<file path="src/rtl/branch_unit_pkg.sv">
// Shared encodings for the branch unit: opcodes, ALU function codes, branch
// conditions, flag bit positions and the control state enum.
package branch_unit_pkg;

    localparam logic [1:0] OP_ALU = 2'b11;

    localparam logic [3:0] F_ADD = 4'b0000;
    localparam logic [3:0] F_ADC = 4'b0001;
    localparam logic [3:0] F_SUB = 4'b0010;
    localparam logic [3:0] F_SBC = 4'b0011;
    localparam logic [3:0] F_AND = 4'b0100;
    localparam logic [3:0] F_CMP = 4'b0101;
    localparam logic [3:0] F_SLL = 4'b1000;
    localparam logic [3:0] F_SLR = 4'b1001;
    localparam logic [3:0] F_SRL = 4'b1010;
    localparam logic [3:0] F_SRA = 4'b1011;
    localparam logic [3:0] F_OUT = 4'b1101;
    localparam logic [3:0] F_HLT = 4'b1111;

    localparam logic [4:0] BR_B    = 5'b10100;
    localparam logic [4:0] BR_COND = 5'b10111;

    localparam logic [2:0] CC_BE  = 3'b000;
    localparam logic [2:0] CC_BLT = 3'b001;
    localparam logic [2:0] CC_BLE = 3'b010;
    localparam logic [2:0] CC_BNE = 3'b011;

    localparam int FLAG_S = 3;
    localparam int FLAG_Z = 2;
    localparam int FLAG_C = 1;
    localparam int FLAG_V = 0;

    typedef enum logic [1:0] {
        ST_RUN   = 2'd0,
        ST_FLUSH = 2'd1,
        ST_HALT  = 2'd2
    } state_t;

    // Arithmetic, logic and shift functions update flags; moves and I/O do not.
    function automatic logic is_flag_setter(input logic [15:0] instr);
        logic [3:0] op3;
        op3 = instr[7:4];
        return (instr[15:14] == OP_ALU) &&
               ((op3 <= F_CMP) || ((op3 >= F_SLL) && (op3 <= F_SRA)));
    endfunction

endpackage

</file>
<file path="src/rtl/branch_unit_cond.sv">
// Combinational branch condition evaluation against the latched {S,Z,C,V}.
module branch_cond
    import branch_unit_pkg::*;
(
    input  logic [3:0] flags,
    input  logic [2:0] cond,
    output logic       taken
);

    logic s_xor_v;

    assign s_xor_v = flags[FLAG_S] ^ flags[FLAG_V];

    always_comb begin
        taken = 1'b0;
        unique case (cond)
            CC_BE:   taken = flags[FLAG_Z];
            CC_BLT:  taken = s_xor_v;
            CC_BLE:  taken = flags[FLAG_Z] | s_xor_v;
            CC_BNE:  taken = ~flags[FLAG_Z];
            default: taken = 1'b0;
        endcase
    end

endmodule

</file>
<file path="src/rtl/branch_unit.sv">
// Branch resolution, flag latch and program counter for the execute stage.
// Optional branch statistics counter enabled by defining BRANCH_STATS_EN.
module branch_unit
    import branch_unit_pkg::*;
#(
    parameter logic [15:0] RESET_PC     = 16'h0000,
    parameter int unsigned FLUSH_CYCLES = 2
) (
    input  logic        clk,
    input  logic        rst_n,
    input  logic [15:0] instr,
    input  logic        instr_valid,
    output logic        instr_ready,
    input  logic [3:0]  code,
    input  logic        restart,
    output logic [15:0] pc,
    output logic        redirect,
    output logic [3:0]  flags,
    output logic        halted
`ifdef BRANCH_STATS_EN
    ,
    output logic [15:0] taken_count
`endif
);

    state_t      state_q, state_d;
    logic [3:0]  cnt_q, cnt_d;
    logic [15:0] pc_q, pc_d;
    logic [3:0]  flags_q, flags_d;
    logic        redirect_q, redirect_d;
    logic        halted_q, halted_d;

    logic        accept;
    logic        is_b, is_bcond, is_hlt, sets_flags;
    logic        cond_taken, taken;
    logic [15:0] disp;

    assign instr_ready = (state_q != ST_HALT);
    assign accept      = instr_valid & instr_ready;

    assign is_b       = (instr[15:11] == BR_B);
    assign is_bcond   = (instr[15:11] == BR_COND);
    assign is_hlt     = (instr[15:14] == OP_ALU) && (instr[7:4] == F_HLT);
    assign sets_flags = is_flag_setter(instr);
    assign disp       = {{8{instr[7]}}, instr[7:0]};

    // Branches see the registered flags, so a flag-setter affects the next branch.
    branch_cond u_cond (
        .flags (flags_q),
        .cond  (instr[10:8]),
        .taken (cond_taken)
    );

    assign taken = is_b | (is_bcond & cond_taken);

    // NOTE: every always_comb output gets a default first so no path infers a latch.
    always_comb begin
        state_d    = state_q;
        cnt_d      = cnt_q;
        pc_d       = pc_q;
        flags_d    = flags_q;
        redirect_d = 1'b0;
        unique case (state_q)
            ST_RUN: begin
                if (accept) begin
                    pc_d = pc_q + 16'd1;
                    if (sets_flags) flags_d = code;
                    if (taken) begin
                        pc_d       = pc_q + 16'd1 + disp;
                        redirect_d = 1'b1;
                        if (FLUSH_CYCLES != 0) begin
                            state_d = ST_FLUSH;
                            cnt_d   = 4'(FLUSH_CYCLES);
                        end
                    end else if (is_hlt) begin
                        state_d = ST_HALT;
                    end
                end
            end
            ST_FLUSH: begin
                if (accept) begin
                    cnt_d = cnt_q - 4'd1;
                    if (cnt_q == 4'd1) state_d = ST_RUN;
                end
            end
            ST_HALT: begin
                if (restart) state_d = ST_RUN;
            end
            default: state_d = ST_RUN;
        endcase
        halted_d = (state_d == ST_HALT);
    end

    // NOTE: state is updated with non-blocking assignments so all flops see pre-edge values.
    always_ff @(posedge clk or negedge rst_n) begin
        if (!rst_n) begin
            state_q    <= ST_RUN;
            cnt_q      <= 4'd0;
            pc_q       <= RESET_PC;
            flags_q    <= 4'd0;
            redirect_q <= 1'b0;
            halted_q   <= 1'b0;
        end else begin
            state_q    <= state_d;
            cnt_q      <= cnt_d;
            pc_q       <= pc_d;
            flags_q    <= flags_d;
            redirect_q <= redirect_d;
            halted_q   <= halted_d;
        end
    end

    assign pc       = pc_q;
    assign flags    = flags_q;
    assign redirect = redirect_q;
    assign halted   = halted_q;

`ifdef BRANCH_STATS_EN
    logic [15:0] taken_count_q;

    always_ff @(posedge clk or negedge rst_n) begin
        if (!rst_n) begin
            taken_count_q <= 16'd0;
        end else if (accept && (state_q == ST_RUN) && taken && (taken_count_q != 16'hFFFF)) begin
            taken_count_q <= taken_count_q + 16'd1;
        end
    end

    assign taken_count = taken_count_q;
`endif

endmodule

</file>
<file path="config.mk">
export PLATFORM = sky130hd
export DESIGN_NAME = branch_unit
export DESIGN_NICKNAME = d
export VERILOG_FILES = /design/src/rtl/branch_unit_pkg.sv /design/src/rtl/branch_unit_cond.sv /design/src/rtl/branch_unit.sv
export SDC_FILE = /design/constraint.sdc
export NUM_CORES = 1
export LEC_CHECK = 0
export ABC_AREA = 1
export CAP_MARGIN = 10
export CORE_MARGIN = 4
export CORE_UTILIZATION = 25
export DETAILED_ROUTE_END_ITERATION = 8
export GPL_ROUTABILITY_DRIVEN = 0
export PLACE_DENSITY = 0.43
export SLEW_MARGIN = 25
export SYNTH_ARGS = -nofsm -noshare
export SYNTH_HDL_FRONTEND = slang
export SYNTH_HIERARCHICAL = 1
export SYNTH_SLANG_ARGS = --single-unit
</file>
<file path="constraint.sdc">
create_clock -name clk -period 2.1 [get_ports clk]
set_input_delay 0.63 -clock clk [delete_from_list [all_inputs] [get_ports clk]]
set_output_delay 0.63 -clock clk [all_outputs]
set_load 0.005 [all_outputs]
</file>
==> impl_metrics.ini, run 1 <==
[synth]
synth_top_area_cell = dfrtp_1
seq_area_frac_synth_pct = 26.6
yosysMostFrequentCell = nand2_1
synth_nets = 450
synthSimpleGateAreaFrac_pct = 32.4
ys_seq_elements = 28
synth_mux_area_share_pct = 1.71
synthTopCellsByArea = dfrtp_1, nand2_1, ha_1
ys_warn_count = 6
syn-cell-area_sq_um = 2630
synth-compound-area-share_pct = 15.3
synth_top_family_by_area = simple AND/OR/NAND/NOR gates
synth_adder_area_share_pct = 11.2
syn_avg_cell_area_sq_um = 6.53
syn_inst = 403
synth_xor_area_share_pct = 2.66
synth_cell_types = 33
async_reset_ff_share_pct = 100
synth_top_area_share_pct = 26.6
ys.flop_type = dfrtp_1
synth_edf_count = 0
synth_commonest_cells = nand2_1, inv_1, nor2_1

[timing]
finalClockSkew_ps = 6.91
setup_viol = 11
max_freq_ghz = 0.428
finalCritPeriodShare_pct = 111
holdWs_ps = 513
rsz0062_at_grt = true
worstMarginPinSlew_ps = 409
layout_setup_ws_ps = -238
slew_violations = 0
hold_viol = 0
finalCriticalPeriod_ps = 2340
slew_headroom_pct = 72.7

[cts]
cts.sinks = 28
cts-root-buf = clkbuf_8
cts.path.max_buffers = 2
htree_num_levels = 1
clk_pin_slew_worst_paths_ps = 100
cts_tree = done
clk_latency_ps = 290
numCtsBuffers = 3

[floorplan]
coreArea_sq_um = 10300
dieArea_sq_um = 12200
die_x_microns = 111
initial_utilization_pct = 25.6
die_height_microns = 111
std_cell_rows = 37
io_pins = 47

[finish]
multi_input_area_sq_um = 2360
layout-drive-gt1-share_pct = 43.8
synthToLayoutAreaGrowth_pct = 77.9
layout.nets = 579
diodes = 0
stdcell_count = 666
register_area_sq_um = 704
fill_cells = 1052

[placement]
portBuffers = 46
dp.cells = 655
hpwl_microns = 6990

[global_route]
grt_max_degree = 29
antenna_found_initial = 0
first_global_vias = 3037
grt_overflow = 0
grt_pass1_wl_microns = 15000
grt_usage_pct = 14.8

[worst_setup_path]
critPathArrivalTime_ps = 2570
slowest_stage = dfrtp_2
worstSetupPathType = reg -> reg
start_kind = register
max_stage_delay_ps = 430
cp_max_fo = 4
cp.required_ps = 2330
path_cells = buf_6, nand3_4, nor2_4, buf_6, nand4_1, xor2_2, inv_2, ha_4, nand2_4, nor2_1, a21oi_2, nand2_2, inv_2, nand2_2, nand3_2, a21oi_2
cp-end-kind = register

[run_status]
violations = setup timing
status = finished with violations

[drt]
wire_per_inst_microns = 13.7
vias = 3018
first_pass_iters = 4
antenna_left = 0
routed_wl_microns = 9160
drtIter0Drc = 93
remaining_drc_errors = 0
via_per_inst = 4.53

[power_and_ir_drop]
peakVddDrop_mv = 0.413
p_leak_uw = 0.00218
powerDensity_nw_per_um2 = 1400
power_uw = 6540

[job]
cap_violations = 0

[hold_path]
hold_class = reg -> reg
## flip-flops by register name, summed over array words and instances, names as in the netlist
register / count
cnt_q: 4
state_q: 2
pc: 16
redirect: 1
halted: 1
flags: 4
## area by class of cell
type | instances | area share [%]
clock buffers | 3 | 0.882
flip-flops and latches | 28 | 15.0
well taps | 136 | 3.64
repair buffers | 128 | 24.7
inverters | 66 | 5.40
multi-input cells | 305 | 50.3
## where the power goes
| part | total (uW) | switching, uW | internal (uW) | leakage [uW] |
|---|---|---|---|---|
| logic | 5230 | 2650 | 2580 | 0.00184 |
| registers | 996 | 227 | 769 | 0.000319 |
| clock network | 314 | 184 | 130 | 0.0000216 |
| total | 6540 | 3060 | 3480 | 0.00218 |
## cell families after synthesis
family / Yosys count
AO/OA/AOI/OAI: 70
XOR/XNOR: 8
adder cells (fa/ha/maj): 23
buffers and inverters: 70
flip-flops: 28
multiplexers: 4
AND/OR/NAND/NOR: 200
## final timing paths
check / from / endpoint / slack [ps] / cells after the start
hold reg to reg: flags[1] / flags[1] / 510 / 1
hold / removal: flags[1] / flags[1] / 510 / 1
setup / recovery: pc[1] / pc[15] / -240 / 16
setup reg to reg: pc[1] / pc[15] / -240 / 16
min in group asynchronous: rst_n / cnt_q[0] / 730 / 2
max in group asynchronous: rst_n / pc[0] / 1050 / 2
## routing by layer
| layer | vias to the layer above | track usage [%] | wire [microns] |
|---|---|---|---|
| met5 | - | 0 | 0 |
| met4 | 0 | 2.22 | 98 |
| met3 | 9 | 1.86 | 242 |
| met2 | 42 | 27.5 | 4740 |
| met1 | 1417 | 18.5 | 4070 |
| li1 | 1550 | - | - |
## worst max-delay path, delay by kind of cell (launching register included)
family	cells	cell delay, ps
flip-flops	1	430
XOR/XNOR	1	230
AND/OR/NAND/NOR	8	760
buffers and inverters	4	370
AO/OA/AOI/OAI	2	190
adder cells (fa/ha/maj)	1	290
## per-stage QoR
stage                     utilization, %  worst slack, ps  setup TNS, ps  instance area [sq um]
after floorplan                        -             -127           -411                   2660
after global placement              37.3             -453          -7000                   3840
after global routing                45.5             -398          -3400                   4680
after CTS                           41.9             -307          -2510                   4300
after detailed placement            37.3             -479          -7490                   3840
final                               45.5             -238          -1790                   4680
## timing repair
item,in CTS,in global routing
setup buffers,5,4
cloned,0,1
resized for setup,89,86
endpoints found under the setup margin,13,22
pin swaps,29,30
hold buffers,0,0
## layout by cell type, fill, tap and decap left out, drive strengths merged, types with 7 or more instances in the layout
master         instances
a21oi                 36
buf                   81
clkdlybuf4s50         41
dfrtp                 28
ha                    22
inv                   66
nand2                108
nand3                 30
nor2                  45
o21ai                 23
xor2                   7
(Power assumes the default switching activity.)
==> run 2, diff against run 1 <==
- PLACE_DENSITY: 0.43 -> unset
- PLACE_DENSITY_LB_ADDON: unset -> 0.08
==> run 2 against run 1 <==
Against the previous run:
- the run still ends with setup timing left
- sequential power is essentially flat
- critical path depth up 1
- maximum frequency is 4.8% lower
- clock power grew 15%
- global-route usage rose by 0.10 points
- count of clock-buffer cells in the layout is 1 higher
- utilization down 0.58 points
- first-iteration DRC count grew 18%
- non-clock buffer count fell by 1
- cell area fell by 1.3%
- wire length about the same
- power shrank 0.66%
==> impl_metrics.ini, run 2 (synthesized netlist as in run 1, its figures left out) <==
[drt]
wire_per_inst_microns = 13.8
antenna_left = 0
routed_wl_microns = 9170
first_pass_iters = 4
vias = 2979
remaining_drc_errors = 0
via_per_inst = 4.47
drtIter0Drc = 110

[cts]
clk_latency_ps = 280
cts-root-buf = clkbuf_8
cts.path.max_buffers = 2
clk_pin_slew_worst_paths_ps = 110
numCtsBuffers = 3
cts_hold_buf = 0
cts.sinks = 28
htree_num_levels = 1
cts_tree = done

[placement]
hpwl_microns = 7040
pre_cts_ws_ps = -496
portBuffers = 46
dp.cells = 657

[worst_setup_path]
worst-path-buf-inv = 6
start_kind = register
path_cells = buf_6, inv_2, nor2_4, buf_4, a31o_2, nand2_1, inv_2, ha_4, nand2_2, buf_4, nor3_2, nand2_1, nand2_2, inv_1, nand2_1, nand3_2, a21oi_2
cp_max_fo = 3
critPathArrivalTime_ps = 2680
slowest_stage = dfrtp_1
cp-end-kind = register
max_stage_delay_ps = 450
path_common_cell = nand2_1
crit_family = simple AND/OR/NAND/NOR gates
timing.rr.start = pc[0]
cp-endpoint = pc[15]
worst-path-stages = 17
worstSetupPathType = reg -> reg
critPathLaunch = pc[0]
rr_worst_depth = 17
worstReg2RegEnd = pc[15]
r2r_slack_ps = -360
cp.required_ps = 2330

[timing]
rsz0062_at_grt = true
setup_tns_ps = -2320
slew_headroom_pct = 72.2
finalCritPeriodShare_pct = 117
setup_viol = 12
max_freq_ghz = 0.407
layout_setup_ws_ps = -356
worstMarginPinSlew_ps = 417
finalCriticalPeriod_ps = 2460
hold_viol = 0
holdWs_ps = 522
finalClockSkew_ps = 3.35
slew_violations = 0

[floorplan]
coreArea_sq_um = 10300
die_x_microns = 111
die_height_microns = 111
io_pins = 47
std_cell_rows = 37
dieArea_sq_um = 12200
initial_utilization_pct = 25.6

[power_and_ir_drop]
peakVddDrop_mv = 0.426
p_leak_uw = 0.00217
swShare_pct = 46.0
seqPwrFrac_pct = 15.3
clkPwrFrac_pct = 5.6
powerDensity_nw_per_um2 = 1410
p_int_uw = 3510
switchingPower_uw = 2980
pwr-share-comb_pct = 79.1

[finish]
layout-drive-gt1-share_pct = 40.9
stdcell_count = 666
synthToLayoutAreaGrowth_pct = 75.6
largest_register_ffs = 16
diodes = 0
layout_commonest_cell = nand2_1
layout.nets = 578
post-route-util_pct = 45.0
final_cell_mix = nand2_1, buf_4, inv_1, clkdlybuf4s50_1, nor2_1

[hold_path]
whs_path_depth = 1
worstHoldStart = flags[1]
hold_class = reg -> reg

[run_status]
violations = setup timing
status = finished with violations

[global_route]
first_global_vias = 2982
grt_pass1_wl_microns = 15000
grt_max_degree = 29
antenna_found_initial = 0
grt_overflow = 0
grt_usage_pct = 14.9

[job]
cap_violations = 0
run 2: changes by cell type in the layout (fill, tap and decap cells not counted), moves of 3 or more:
| cell | previous run | this run |
|---|---|---|
| nand2_1 | 70 | 77 |
| nand2_2 | 28 | 23 |
| inv_1 | 47 | 51 |
| clkdlybuf4s50_1 | 41 | 44 |
| inv_2 | 17 | 14 |
run 2: metrics by stage:
stage,total power (uW),area [sq um]
final,6490,4620
after floorplan,3000,2660
after CTS,5740,4200
after global placement,4800,3850
after detailed placement,4840,3850
after global routing,7120,4620
run 2: final cells by class:
class | count | area (sq um)
tap | 136 | 170
fill | 1054 | 5660
inverter | 66 | 250
sequential | 28 | 702
timing repair buffer | 127 | 1120
clock buffer | 4 | 55.1
multi-input combinational | 305 | 2320
run 2: worst reg2reg max path: cells and delay by family, from the launching register on:
kind	cells	cell delay, ps
simple gates	8	710
buf+inv	6	620
flops	1	450
compound gates	2	350
fa+ha+maj	1	270
run 2: metal layers:
metal,vias to the layer above,track usage [%],wire length [microns]
met5,-,0,0
met4,0,3.20,95
met1,1382,19.4,4210
met2,39,26.2,4640
li1,1552,-,-
met3,6,1.86,215
run 2: power by group through the flow:
| stage | Combinational (uW) | Clock, uW | Sequential [uW] |
|---|---|---|---|
| 5_1_grt | 5690 | 401 | 1030 |
| 2_1_floorplan | 2000 | 0 | 995 |
| 3_3_place_gp | 3820 | 0 | 974 |
| 3_5_place_dp | 3860 | 0 | 976 |
| 4_1_cts | 4390 | 378 | 971 |
| 6_report | 5140 | 362 | 995 |
run 2: worst min path at each step:
stage | endpoint | slack (ps)
after floorplan | cnt_q[0] | 330
after global placement | flags[1] | 490
after detailed placement | flags[1] | 500
after CTS | flags[1] | 530
after global routing | flags[1] | 550
final | flags[1] | 520
run 2: what timing repair did:
item	4_1_cts	5_1_grt
resized for setup	59	87
endpoints found under the setup margin	12	19
pin swaps	18	34
buffers inserted	1	4
==> run 3, diff against run 2 <==
- HOLD_SLACK_MARGIN: unset -> 0.03
==> results of run 3 <==
Same layout as run 2: the final DEF is identical, and so are final timing and power.
